[config.mk]
export PLATFORM = sky130hd
export DESIGN_NAME = mult_datapath_flat
export DESIGN_NICKNAME = d
export VERILOG_FILES = /design/src/rtl/mult_pkg.sv /design/src/rtl/mult_datapath_if.sv /design/src/rtl/mult_shift_cnt.sv /design/src/rtl/mult_datapath.sv /design/src/flat_wrapper.sv
export SDC_FILE = /design/constraint.sdc
export NUM_CORES = 1
export LEC_CHECK = 0
export BUFFER_PORTS_ARGS = -buffer_cell sky130_fd_sc_hd__buf_2
export CAP_MARGIN = 0
export CORE_UTILIZATION = 54
export CTS_CLUSTER_SIZE = 10
export DETAILED_ROUTE_END_ITERATION = 16
export PLACE_DENSITY = 0.82
export SLEW_MARGIN = 15
export SYNTH_ARGS = -nofsm -noshare
export SYNTH_HDL_FRONTEND = slang
export SYNTH_HIERARCHICAL = 1
export SYNTH_SLANG_ARGS = --single-unit
export TNS_END_PERCENT = 10
[constraint.sdc]
create_clock -name Clk -period 2.8 [get_ports Clk]
set_input_delay 0 -clock Clk [delete_from_list [all_inputs] [get_ports Clk]]
set_output_delay 0 -clock Clk [all_outputs]
set_load 0.1 [all_outputs]
[src/rtl/mult_pkg.sv]
// Shared constants and helpers for the shift-and-add multiplier datapath.
package mult_pkg;

    localparam int unsigned MULT_N = 4;

    // Ceiling log2, with a floor of 1 so a counter always has at least one bit.
    function automatic int unsigned clog2(input int unsigned value);
        int unsigned res;
        res = 0;
        while ((32'd1 << res) < value) begin
            res = res + 1;
        end
        return (res == 0) ? 1 : res;
    endfunction

endpackage

[src/rtl/mult_datapath_if.sv]
// Strobe/operand/result bundle between the multiplier control FSM and its datapath.
interface mult_datapath_if
    import mult_pkg::*;
#(
    parameter int unsigned N = MULT_N
);

    logic           Load;
    logic           Ad;
    logic           Sh;
    logic [N-1:0]   Mcand;
    logic [N-1:0]   Mplier;
    logic           M;
    logic           K;
    logic [2*N-1:0] Product;

    modport master (
        output Load, Ad, Sh, Mcand, Mplier,
        input  M, K, Product
    );

    modport slave (
        input  Load, Ad, Sh, Mcand, Mplier,
        output M, K, Product
    );

endinterface

[src/rtl/mult_shift_cnt.sv]
// Mod-N shift counter; tc_c flags the last shift of a multiply.
module mult_shift_cnt
    import mult_pkg::*;
#(
    parameter int unsigned N = MULT_N
) (
    input  logic clk,
    input  logic clr,
    input  logic en,
    output logic tc_c
);

    localparam int unsigned CNT_W = clog2(N);

    logic [CNT_W-1:0] cnt_q;
    logic [CNT_W-1:0] cnt_d;

    assign tc_c = (cnt_q == CNT_W'(N - 1));

    always_comb begin
        cnt_d = cnt_q;
        if (clr) begin
            cnt_d = '0;
        end else if (en) begin
            cnt_d = tc_c ? '0 : cnt_q + CNT_W'(1);
        end
    end

    always_ff @(posedge clk) begin
        cnt_q <= cnt_d;
    end

endmodule

[src/rtl/mult_datapath.sv]
// Shift-and-add multiplier datapath: accumulator, multiplicand register and shift counter.
// Optional MULT_DP_RESULT_HOLD_EN adds a result register that holds Product between completions.
module mult_datapath
    import mult_pkg::*;
#(
    parameter int unsigned N = MULT_N
) (
    input  logic                  Clk,
    input  logic                  Rst,
    mult_datapath_if.slave        bus
);

    localparam int unsigned ACC_W = 2 * N + 1;
    localparam int unsigned P_W   = 2 * N;

    logic [ACC_W-1:0] acc_q;
    logic [ACC_W-1:0] acc_d;
    logic [N-1:0]     mc_q;
    logic [N-1:0]     mc_d;
    logic [N:0]       sum_c;
    logic             k_c;
    logic             sh_en_c;

    // Shift only when no higher-priority action claims the edge.
    assign sh_en_c = bus.Sh & ~bus.Ad & ~bus.Load & ~Rst;
    assign sum_c   = {1'b0, acc_q[2*N-1:N]} + {1'b0, mc_q};

    mult_shift_cnt #(.N(N)) u_cnt (
        .clk  (Clk),
        .clr  (Rst | bus.Load),
        .en   (sh_en_c),
        .tc_c (k_c)
    );

    always_comb begin
        acc_d = acc_q;
        mc_d  = mc_q;
        if (Rst) begin
            acc_d = '0;
            mc_d  = '0;
        end else if (bus.Load) begin
            acc_d = {{(N + 1){1'b0}}, bus.Mplier};
            mc_d  = bus.Mcand;
        end else if (bus.Ad) begin
            acc_d[2*N:N] = sum_c;
        end else if (bus.Sh) begin
            acc_d = {1'b0, acc_q[2*N:1]};
        end
    end

    always_ff @(posedge Clk) begin
        acc_q <= acc_d;
        mc_q  <= mc_d;
    end

    assign bus.M = acc_q[0];
    assign bus.K = k_c;

`ifdef MULT_DP_RESULT_HOLD_EN
    logic [P_W-1:0] res_q;
    logic [P_W-1:0] res_d;

    // Capture the post-shift accumulator on the completing shift.
    always_comb begin
        res_d = res_q;
        if (Rst) begin
            res_d = '0;
        end else if (sh_en_c && k_c) begin
            res_d = acc_d[P_W-1:0];
        end
    end

    always_ff @(posedge Clk) begin
        res_q <= res_d;
    end

    assign bus.Product = res_q;
`else
    assign bus.Product = acc_q[P_W-1:0];
`endif

endmodule

[src/flat_wrapper.sv]
// flat-port wrapper written by rule: the top's interface ports become plain ports
module mult_datapath_flat import mult_pkg::*;
#(
    parameter int unsigned N = MULT_N
)
  (Clk, Rst, bus_Load, bus_Ad, bus_Sh, bus_Mcand, bus_Mplier, bus_M, bus_K, bus_Product);
  mult_datapath_if #(.N(N)) bus_i ();
  input  logic Clk;
  input  logic Rst;
  input wire logic [$bits(bus_i.Load)-1:0] bus_Load;
  input wire logic [$bits(bus_i.Ad)-1:0] bus_Ad;
  input wire logic [$bits(bus_i.Sh)-1:0] bus_Sh;
  input wire logic [$bits(bus_i.Mcand)-1:0] bus_Mcand;
  input wire logic [$bits(bus_i.Mplier)-1:0] bus_Mplier;
  output wire logic [$bits(bus_i.M)-1:0] bus_M;
  output wire logic [$bits(bus_i.K)-1:0] bus_K;
  output wire logic [$bits(bus_i.Product)-1:0] bus_Product;
  assign bus_i.Load = bus_Load;
  assign bus_i.Ad = bus_Ad;
  assign bus_i.Sh = bus_Sh;
  assign bus_i.Mcand = bus_Mcand;
  assign bus_i.Mplier = bus_Mplier;
  assign bus_M = bus_i.M;
  assign bus_K = bus_i.K;
  assign bus_Product = bus_i.Product;
  mult_datapath #(.N(N)) u_core (.Clk(Clk), .Rst(Rst), .bus(bus_i));
endmodule
### After elaboration in Yosys (flattened, before gate mapping)

Index checks and enable logic that the tools add are counted.

| operators by class | value |
|---|---|
| add/subtract/negate cells | 2 |
| equal/unequal tests | 2 |
| muxes and demuxes | 5 |
| bitwise operators | 7 |
| reduce and logical (&&, ||, !) cells | 4 |

Operators by type and width:

| cell | number |
|---|---|
| $mux W9 | 1 |
| $mux W4 | 2 |
| $add A4 B4 Y5 | 1 |
| $mux W5 | 1 |
| $reduce_bool A2 Y1 | 2 |
| $and A1 B1 Y1 | 3 |
| $not A1 Y1 | 3 |
| $add A2 B1 Y2 const B | 1 |
| $eq A2 B2 Y1 const B | 1 |
| $mux W2 | 1 |
| $ne A2 B2 Y1 const B | 1 |
| $reduce_and A2 Y1 | 1 |
| $reduce_or A2 Y1 | 1 |
| $or A1 B1 Y1 | 1 |

| word-level totals | value |
|---|---|
| flip-flop bits (word level) | 15 |
| input bits | 13 |
| output and inout port bits | 10 |
| logic and storage cells | 24 |

### Longest topological paths before layout

| depth | value |
|---|---|
| word-level depth | 4 |
| mapped depth | 6 |
| depth with buffers taken out | 6 |

### Hierarchy

Netlist, hierarchy kept.

Modules (own cells, without submodules):

| module | times used | cells an instance | area an instance (um^2) | seq. area each (um^2) |
|---|---|---|---|---|
| mult_datapath | 1 | 83 | 780.7 | 260.2 |
| mult_shift_cnt | 1 | 8 | 86.3 | 40.0 |

### Worst setup path before layout

No wires, ideal clock.

| timing path | value |
|---|---|
| kind | register -> register |
| start | reg u_core.u_cnt.cnt_q[0] |
| end | reg u_core.u_cnt.cnt_q[0] |
| library setup time | 0.070 ns |
| arrival | 1.454 ns |
| data required time | 2.730 ns |
| slack | 1.277 ns |
| cell stages (with the launch flop) | 4 |
| buffers on the path | 0 |
| clock period less this slack | 1.523 ns |
| path through | dfxtp_1 ha_1 or3b_1 a21oi_1 |

| between the ends | value |
|---|---|
| longest elaborated chain between the ends | 2 |
| elaborated cells between the ends (all ways) | 3 |
| those cells by class | add/sub (1); eq/ne (1); mux (1) |

RTL lines:

| item | RTL line | source |
|---|---|---|
| start, declared | mult_shift_cnt.sv:15 | `logic [CNT_W-1:0] cnt_q;` |
| start signal, assigned | mult_shift_cnt.sv:30 | `cnt_q <= cnt_d;` |
| $eq A2 B2 Y1 | mult_shift_cnt.sv:18 | `assign tc_c = (cnt_q == CNT_W'(N - 1));` |
| net bus_K | flat_wrapper.sv:16 | `output wire logic [$bits(bus_i.K)-1:0] bus_K;` |
| $mux W2 | mult_shift_cnt.sv:25 | `cnt_d = tc_c ? '0 : cnt_q + CNT_W'(1);` |

The timed path passes the listed nets, and every way through them passes these cells.
A chain may end at the register's enable or synchronous reset.

### Final worst setup path

| timing path | value |
|---|---|
| start | reg u_core.acc_q[4] |
| end | reg u_core.acc_q[8] |

| between the ends | value |
|---|---|
| longest elaborated chain between the ends | 2 |

RTL lines:

| item | RTL line | source |
|---|---|---|
| start, declared | mult_datapath.sv:16 | `logic [ACC_W-1:0] acc_q;` |
| start signal, assigned | mult_datapath.sv:52 | `acc_q <= acc_d;` |
| $add A4 B4 Y5 | mult_datapath.sv:26 | `assign sum_c = {1'b0, acc_q[2*N-1:N]} + {1'b0, mc_q};` |
| $mux W5 | mult_datapath.sv:44 | `end else if (bus.Ad) begin` |

No other way between the ends.

==> flow_summary.ini <==
[outcome]
status = finished, final reports clean

[worst_setup_path]
crit_fanout = 4
crit_path_top_delay_cell = fa_1
reg2reg_depth = 6
setup.worst_path.end_class = register
crit_start = u_core/acc_q[4]
reg2reg_to = u_core/acc_q[8]
path_cells = ha_1 > inv_1 > fa_1 > nor2b_1 > o21ai_0 > a311oi_1
cpPeakStageDelay_ns = 0.41
crit_type = reg2reg
start_kind = register
critical_path_required_ns = 2.99
rrSetupSlack_ns = 1.21
r2r-start = u_core/acc_q[4]
crit_arrival_ns = 1.78

[drt]
routed_wirelength_um = 1672
drtIter0Drc = 9
first_pass_iters = 4
vias = 695
antenna_left = 0
vias_per_cell = 5.472
wl_per_cell_um = 13.17
route.detailed.drc = 0

[global_routing]
grt_pass1_wl_um = 2725
grt_max_degree = 13
overflow = 0
grt_use_total_pct = 20.42
first_global_vias = 624
antenna_found_initial = 0

[yosys]
synth-simple-area-share_pct = 15.01
synth_fp_nets = 110
synth_cells = 91
ys_types = 26
synthMuxAreaShare_pct = 12.84
synthAdderAreaFrac_pct = 9.524
synth_xor_area_share_pct = 1.010
synth.yosys.seq_area_share_pct = 34.63
synth_compound_area_share_pct = 11.69
synth-seq-cells = 15
avgSynthCellArea_um2 = 9.528
synth_top_family_by_area = buffers and inverters
yosysWarnings = 6
syn_area_um2 = 867.1

[power_and_ir_drop]
power.leakage_uw = 0.0004632
peakVddDrop_uv = 275.1
power_density_mw_per_mm2 = 481.8

[place]
place_inst = 115
io_buffers = 22
place.gp.congestion = 0.8133
placed_area_um2 = 887.1
dpl.hpwl_um = 1216

[layout]
layout_commonest_cell = buf_2
final_nets = 131
antennaDiodeCount = 0
drive_above_1_share_pct = 24.32
syn_to_final_growth_pct = 14.57
utilization_pct = 65.95
fin_cells = 127
fillers = 134
fin_area_um2 = 993.5
final_cell_mix = 22 x buf_2, 15 x dfxtp_1, 10 x mux2i_1, 10 x nor2_1, 9 x a211oi_1

[sta]
slew_violations = 0
rsz0062_at_grt = false
setup-violations-final = 0
relSlewSlack_pct = 67.50
fin_crit_ns = 1.588
fin_skew_ns = 0.001711
max_freq_mhz = 629.7
worst_slew_pin_slew_ns = 0.4909
period_share_pct = 56.71
fin_tns_setup_ns = 0
hold_viol = 0

[die]
fp.dieH_um = 42.07
core-area_mm2 = 0.001506
rows = 14
io-pin-count = 23
dieArea_mm2 = 0.001770
start_util_pct = 57.56
die_w_um = 42.07

[clocking]
cts.reportedPaths.clkPinSlew_ns = 0.09
clock_latency_ns = 0.27
post-cts-setup-buffers = 0
cts-root-buf = clkbuf_4
clock_sinks = 15
htreeDepth = 1
cts_tree = built
cts_inserted_buffers = 3
clk_path_buf_depth = 2

[min_path]
hold_end = u_core/mc_q[1]
min_from = Rst
hold_path_depth = 2
hold_path.class = in2reg

[run]
max_cap_violations = 0
[report_power, final]
part	total [uW]	leakage [uW]	internal (uW)	switching, uW
clock network	120	0.0000150	55.2	64.7
logic	127	0.000325	38.7	87.9
registers	232	0.000123	224	8.42
total	479	0.000463	318	161
[logic make-up after synthesis]
kind of cell,count (synthesis)
AOI/OAI and AO/OA,15
xor gates and xnor gates,1
adders and majority gates,6
buffers and inverters,20
DFF,15
muxes,11
and+or+nand+nor,23
[state kept, by name (all words and copies together) (netlist names)]
signal,cells
u_core/u_cnt/cnt_q,2
u_core/acc_q,9
u_core/mc_q,4
[layout make-up]
cell class / count / area (um^2) / area share (%)
inverters: 6 / 22.52 / 2.267
repair buffers: 30 / 190.2 / 19.14
flip-flops and latches: 15 / 300.3 / 30.23
clock buffers: 4 / 26.28 / 2.645
well taps: 16 / 20.02 / 2.015
multi-input cells: 56 / 434.2 / 43.70
[Yosys cell counts]
master,number,area share [%]
a21oi_1,4,2.3
buf_2,1,0.58
buf_6,3,3.9
a211oi_1,9,7.8
and4b_1,1,1.2
or2_1,1,0.72
nand3_1,1,0.58
clkbuf_1,1,0.43
nor2_1,10,4.3
mux2_2,1,1.3
buf_4,9,7.8
nor3_1,1,0.58
nor2b_1,2,1.4
a311oi_1,1,1.0
nor4_2,1,1.4
fa_1,1,2.3
nand2_1,1,0.43
or3b_1,1,1.0
nand2b_1,1,0.72
ha_1,5,7.2
mux2i_1,10,12
dfxtp_1,15,35
and2b_1,3,2.6
o21ai_0,1,0.58
xor2_1,1,1.0
inv_1,6,2.6
[routing by layer]
layer  vias to the layer above  GRT usage (%)  routed length (um)
li1                        345              -                   -
met4                         0          9.375                  23
met1                       324          24.38                 755
met3                         4          2.586                  57
met2                        22          36.25                 836
met5                         -              0                   0
[how the worst max path moves through the flow]
| stage | end | slack (ns) | cells after the start |
|---|---|---|---|
| 6_report | u_core/acc_q[8] | 1.21 | 6 |
| 5_1_grt | u_core/acc_q[8] | 1.14 | 6 |
| 4_1_cts | u_core/acc_q[8] | 1.22 | 6 |
| 3_5_place_dp | u_core/acc_q[8] | 1.23 | 6 |
| 3_3_place_gp | u_core/acc_q[8] | 1.34 | 6 |
| 2_1_floorplan | u_core/u_cnt/cnt_q[0] | 1.28 | 3 |
[critical path: cells and delay by family, from the launching register on]
family / cells / cell delay, ns
compound gates: 2 / 0.34
buf+inv: 1 / 0.06
fa+ha+maj: 2 / 0.60
flops: 1 / 0.40
simple gates: 1 / 0.12
[per-stage QoR]
| step | hold WS [ns] | total power, uW | worst slack (ns) |
|---|---|---|---|
| after global placement | 0.2317 | 348.9 | 1.342 |
| after CTS | 0.0009074 | 483.0 | 1.215 |
| after detailed placement | 0.2419 | 353.2 | 1.234 |
| after floorplan | 0.1472 | 342.8 | 1.277 |
| after global routing | 0.02437 | 500.1 | 1.141 |
| final | 0.01288 | 478.6 | 1.212 |
[what timing repair did]
item                      CTS  global route
gates resized for setup     0             0
hold endpoints to repair    6             0
hold buffers                8             0
No activity file was read; power rests on OpenSTA's default activity.
